==> config.mk <==
export PLATFORM = sky130hd
export DESIGN_NAME = sonar_uc
export DESIGN_NICKNAME = d
export VERILOG_FILES = /design/src/rtl/sonar_uc.sv
export SDC_FILE = /design/constraint.sdc
export NUM_CORES = 1
export LEC_CHECK = 0
export BUFFER_PORTS_ARGS = -buffer_cell sky130_fd_sc_hd__buf_2
export CAP_MARGIN = 5
export CORE_UTILIZATION = 45
export DETAILED_ROUTE_END_ITERATION = 10
export GPL_TIMING_DRIVEN = 0
export SYNTH_ARGS = -nofsm -noshare
export SYNTH_HDL_FRONTEND = slang
export SYNTH_SLANG_ARGS = --single-unit
==> constraint.sdc <==
create_clock -name clock -period 2.3 [get_ports clock]
set_clock_uncertainty 0.1 [all_clocks]
set_input_delay 0.69 -clock clock [delete_from_list [all_inputs] [get_ports clock]]
set_output_delay 0.69 -clock clock [all_outputs]
set_load 0.005 [all_outputs]
==> src/rtl/sonar_uc.sv <==
// sonar_uc: sweep / measure / transmit control FSM for the sonar datapath
module sonar_uc #(
  parameter int TIMEOUT = 2500000,
  parameter int TW = 22
) (
  input  logic       clock,
  input  logic       reset,
  input  logic       ligar,
  input  logic       fim_1s,
  input  logic       medida_pronta,
  input  logic       serial_pronto,
  output logic       zera,
  output logic       conta_giro,
  output logic       conta_espera,
  output logic       inicio_medir,
  output logic       inicio_serial,
  output logic       pronto,
  output logic       erro,
  output logic [3:0] db_estado
);
  typedef enum logic [3:0] {
    INICIAL     = 4'h0,
    PREPARA     = 4'h1,
    GIRO        = 4'h2,
    ESPERA      = 4'h3,
    MEDIR       = 4'h4,
    AGUARDA_MED = 4'h5,
    TRANSMITE   = 4'h6,
    AGUARDA_TX  = 4'h7,
    PROXIMO     = 4'h8,
    ERRO        = 4'hF
  } state_t;
  state_t state, next;
  logic [TW-1:0] cnt;
  logic tmo;
  assign tmo = cnt == TW'(TIMEOUT - 1);
  // state register
  always_ff @(posedge clock or negedge reset)
    if (!reset) state <= INICIAL;
    else state <= next;
  // measurement timeout counter: cleared when a measurement starts, saturates at its limit
  always_ff @(posedge clock or negedge reset)
    if (!reset) cnt <= '0;
    else if (state == MEDIR) cnt <= '0;
    else if (state == AGUARDA_MED && !tmo) cnt <= cnt + TW'(1);
  // erro follows the next state so it is high on the first ERRO cycle and low in PREPARA
  always_ff @(posedge clock or negedge reset)
    if (!reset) erro <= 1'b0;
    else if (next == ERRO) erro <= 1'b1;
    else if (next == PREPARA) erro <= 1'b0;
  // next-state logic; measurement completion beats a simultaneous timeout
  always_comb begin
    next = state;
    case (state)
      INICIAL:     next = ligar ? PREPARA : INICIAL;
      PREPARA:     next = GIRO;
      GIRO:        next = ESPERA;
      ESPERA:      next = fim_1s ? MEDIR : ESPERA;
      MEDIR:       next = AGUARDA_MED;
      AGUARDA_MED: next = medida_pronta ? TRANSMITE : tmo ? ERRO : AGUARDA_MED;
      TRANSMITE:   next = AGUARDA_TX;
      AGUARDA_TX:  next = serial_pronto ? PROXIMO : AGUARDA_TX;
      PROXIMO:     next = ligar ? GIRO : INICIAL;
      ERRO:        next = ligar ? ERRO : INICIAL;
      default:     next = INICIAL;
    endcase
  end
  // Moore outputs decoded from the current state only
  always_comb begin
    zera          = state == PREPARA;
    conta_giro    = state == GIRO;
    conta_espera  = state == ESPERA;
    inicio_medir  = state == MEDIR;
    inicio_serial = state == TRANSMITE;
    pronto        = state == PROXIMO;
    db_estado     = state;
  end
endmodule

# == Yosys cells after proc, flatten, opt, wreduce, memory -nomap -nowiden ==
# Cells that the tools add are included.
# totals
reg_bits,27
input_bits,6
output_inout_bits,11
word_cells,33
# classes
addsub,1
n_reduce_logical,5
n_mux,12
eq_ne,12
# op_table
op,count
$mux W22,2
$pmux W4 S10,1
$add A22 B1 Y22 const B,1
$eq A22 B22 Y1 const B,1
$eq A4 B3 Y1 const B,4
$mux W4,4
$eq A4 B4 Y1 const B,3
$eq A4 B1 Y1 const B,2
$eq A4 B2 Y1 const B,2
$logic_not A4 Y1,1
$reduce_bool A2 Y1,2
$mux W1,3
$mux W3,1
$mux W2,1
$logic_and A1 B1 Y1,1
$logic_not A1 Y1,1

# == Logic depth before layout (Yosys ltp) ==
# depth
ltp_word,7
mapped_depth,6

# == Least setup slack after synthesis ==
# OpenSTA, ideal clock, no wires.
# synth_timing
kind,flip-flop to output port
start,"register state[1], in the netlist db_estado[1]"
end,output inicio_medir
t_arrival_ns,1.417
required_time_ns,1.510
path_stages_with_launch,6
slack_ns,0.093
n_path_buf,2
path_cell_list,dfrtp_1 buf_6 nor3b_4 nand2b_1 clkinv_1 buf_1
# synth_between
elab_chain_len,1
# synth_lines
element,line_no,rtl
from (decl),33,"state_t state, next;"
from (signal assigned),40,else state <= next;
$eq A4 B3 Y1,73,inicio_medir = state == MEDIR;
to (decl),15,"output logic inicio_medir,"
# No other way between the ends.

# == Worst setup path in the final report ==
# layout_timing
start,register cnt[11]
end,register erro
# layout_between
elab_chain_len,6
elab_cells_between_ends,8
# layout_lines
element,line_no,rtl
from (decl),34,logic [TW-1:0] cnt;
from (signal assigned),45,else if (state == AGUARDA_MED && !tmo) cnt <= cnt + TW'(1);
$eq A22 B22 Y1 *,36,assign tmo = cnt == TW'(TIMEOUT - 1);
$mux W4 * (2 in a row),60,AGUARDA_MED: next = medida_pronta ? TRANSMITE : tmo ? ERRO : AGUARDA_MED;
$pmux W4 S10 *,54,case (state)
net next[3],33,
$eq A4 B4 Y1 / $eq A4 B1 Y1 (equally long branches),"49, 50",
$mux W1 / $reduce_bool A2 Y1 (equally long branches),n/a,
to (signal assigned),48,if (!reset) erro <= 1'b0;
to (signal assigned),49,else if (next == ERRO) erro <= 1'b1;
to (signal assigned),50,else if (next == PREPARA) erro <= 1'b0;
to (decl),18,"output logic erro,"
# The timed path passes the listed nets; every way through them passes the cells marked *.
# A chain may end at the register's enable or synchronous reset.

==> summary.txt <==
Area Growth Syn to Fin: 18.30%
RSZ-0062 raised after global routing: true
Avg WL per Cell: 15.21 um
Hold Slack: 234.6 ps
Post-route setup slack: 32.00 ps
Largest net degree at the start of global routing: 28
Slew @ Worst Pin: 603.8 ps
Area taken by multi-input logic gates: 918.4 sq um
Synth area leaders: dfrtp_1, nand2_1, nor2_1
Vias per Instance: 5.796
CTS sink count: 27
Final nets: 212
Initial antenna violation count: 0
Relative slew slack: 59.75%
Drt total wl: 3.802 mm
Setup Slack @ Placement: -477.6 ps
Maxcap violations: 0
Fin util: 56.07%
Die Span X: 61.75 um
Largest area contributor in the netlist: dfrtp_1
Post-synth top cells: dfrtp_1, nand2_1, nor2_1
Drt first-iter violations: 70
Crit Path Category: reg -> reg
Global-route wire length before repair: 6.182 mm
Worst skew pair latency: 330 ps
Fmax: 0.4409 GHz
Seq/Total Area, Yosys: 42.06%
Die Ht: 61.75 um
Endpoint class of the critical path: register
CP Max Fanout: 6
Status: finished clean
Root Buffer: clkbuf_4
Met2 usage: 33.95%
Die area: 3813 sq um
Met1 Use GR: 32.89%
Synth top area share: 42.06%
Total inserted antenna cells: 0
Synth Cell Area: 1607 sq um
Slew Limit Fails: 0
# port buffers: 16
Top-count cell post-synth: dfrtp_1
Worst min-delay path class: in -> async
Core Footprint: 3390 sq um
Final-report hold violation count: 0
FP Rows: 21
Primary FF master, synth: dfrtp_1
GP Congestion: 0.8599
Setup Viol. Count Final: 0
Crit start category: register
Min Tclk post-route: 2268 ps
Layout fillers: 300
Share of cells above drive strength 1: 24.51%
Async set-reset flop share out of synthesis: 100.0%
CTS tree: done
Clock Path Buffers: 2
Clock-pin slew on the worst setup and hold paths: 150 ps
Yosys cell types: 47
Cts bufs inserted: 3
Total Routing Usage GR: 22.67%
Worst EP arrival: 2430 ps
Number of global-route vias before repair: 1,310
Yosys reg bits: 27
Crit share post-route: 98.61%
Grt ovf: 0
Initial Util: 47.40%
Htree depth: 1
Synth Area per Inst: 9.026 sq um
EDFF count, synth: 0
# IOs: 17
Routed vias: 1,449
Met3 GRT Util: 5.590%
Residual DRC: 0
Final ANT Viol Nets: 0
Syn nets: 185
P_leak: 0.8465 nW
Cells after synthesis: 178
Seq. cell area: 676.9 sq um
Synthesis Warnings: 0
WP data required: 2460 ps
P per Cell Area: 792.7 nW/um^2
DP HPWL: 2.616 mm
Busiest grt layer: met2
Max IR drop VDD: 0.0006650 V
Drt first pass iters: 4
Reg2reg setup slack: 30 ps
Hold buffer count at CTS: 0
[critical path, stage by stage, from the launching register on]
cell	delay, ps
dfrtp_1	460
nor4_1	530
nand4_1	410
o41ai_2	460
a21oi_1	110
a21oi_1	130
[final cells by class]
| type | instances | share of cell area (%) |
|---|---|---|
| clock buffer | 4 | 1.382 |
| inverter | 5 | 1.382 |
| multi-input combinational | 139 | 48.32 |
| tap | 46 | 3.028 |
| timing repair buffer | 23 | 7.307 |
| buffer | 6 | 2.962 |
| sequential | 27 | 35.62 |
[repair_timing]
action,4_1_cts,5_1_grt
pin swaps,1,1
buffers inserted,4,3
resized for setup,18,10
endpoints found under the setup margin,6,6
[per-stage QoR]
stage | power, mW | std cells | area, sq um | setup TNS [ps]
2_1_floorplan | 0.9425 | 178 | 1607 | 0
3_3_place_gp | 1.100 | 240 | 1744 | -445.8
3_5_place_dp | 1.115 | 240 | 1744 | -477.6
4_1_cts | 1.450 | 248 | 1858 | -10.22
5_1_grt | 1.612 | 250 | 1901 | -101.8
6_report | 1.507 | 250 | 1901 | 0
[worst paths after layout]
| path | from | depth (start not counted) | to |
|---|---|---|---|
| worst max register to register | cnt[11] | 5 | erro |
| worst min-delay path | reset | 1 | cnt[0] |
| worst max-delay path | cnt[11] | 5 | erro |
| max in group asynchronous | reset | 1 | db_estado[3] |
| min in group clock | cnt[3] | 1 | cnt[3] |
| worst min register to register | cnt[3] | 1 | cnt[3] |
[flip-flops by register name, summed over array words and instances, names as in the netlist]
signal and count:
cnt 22, erro 1, db_estado 4
[where the power goes]
group | internal (mW) | switching [mW] | leakage, nW
sequential | 0.527 | 0.0483 | 0.368
clock | 0.0681 | 0.138 | 0.0150
combinational | 0.345 | 0.380 | 0.464
[layout by cell type (no fill, tap or decap), types with 3 or more instances in the layout]
master and instances:
o31ai_1 3, nor4_1 5, clkbuf_4 3, nor3_1 7, and3_2 3, o21ai_0 5, inv_1 4, xor2_1 5
a21oi_1 10, and3_1 6, xnor2_1 6, dfrtp_1 26, or4_1 3, nand4_1 6, buf_4 7, nand3_1 11
nand2_1 18, nor2_1 14, buf_2 17
[routing by layer]
layer	share of wire (%)	up-vias	routed length [um]
met2	46	26	1757
met4	0.50	0	19
met3	3.8	2	145
met5	0	-	0
met1	49	709	1880
li1	-	712	-
[logic make-up (layout without fill, tap and decap cells)]
logic type | count (synthesis) | count (layout) | share of synthesized area [%]
DFF | 27 | 27 | 42.06
muxes | 2 | 2 | 1.324
and+or+nand+nor | 93 | 93 | 32.79
xor gates and xnor gates | 11 | 11 | 5.997
AOI/OAI and AO/OA | 32 | 32 | 13.71
buffers and inverters | 12 | 38 | 3.348
adders and majority gates | 1 | 1 | 0.7787
(Power assumes the default switching activity.)
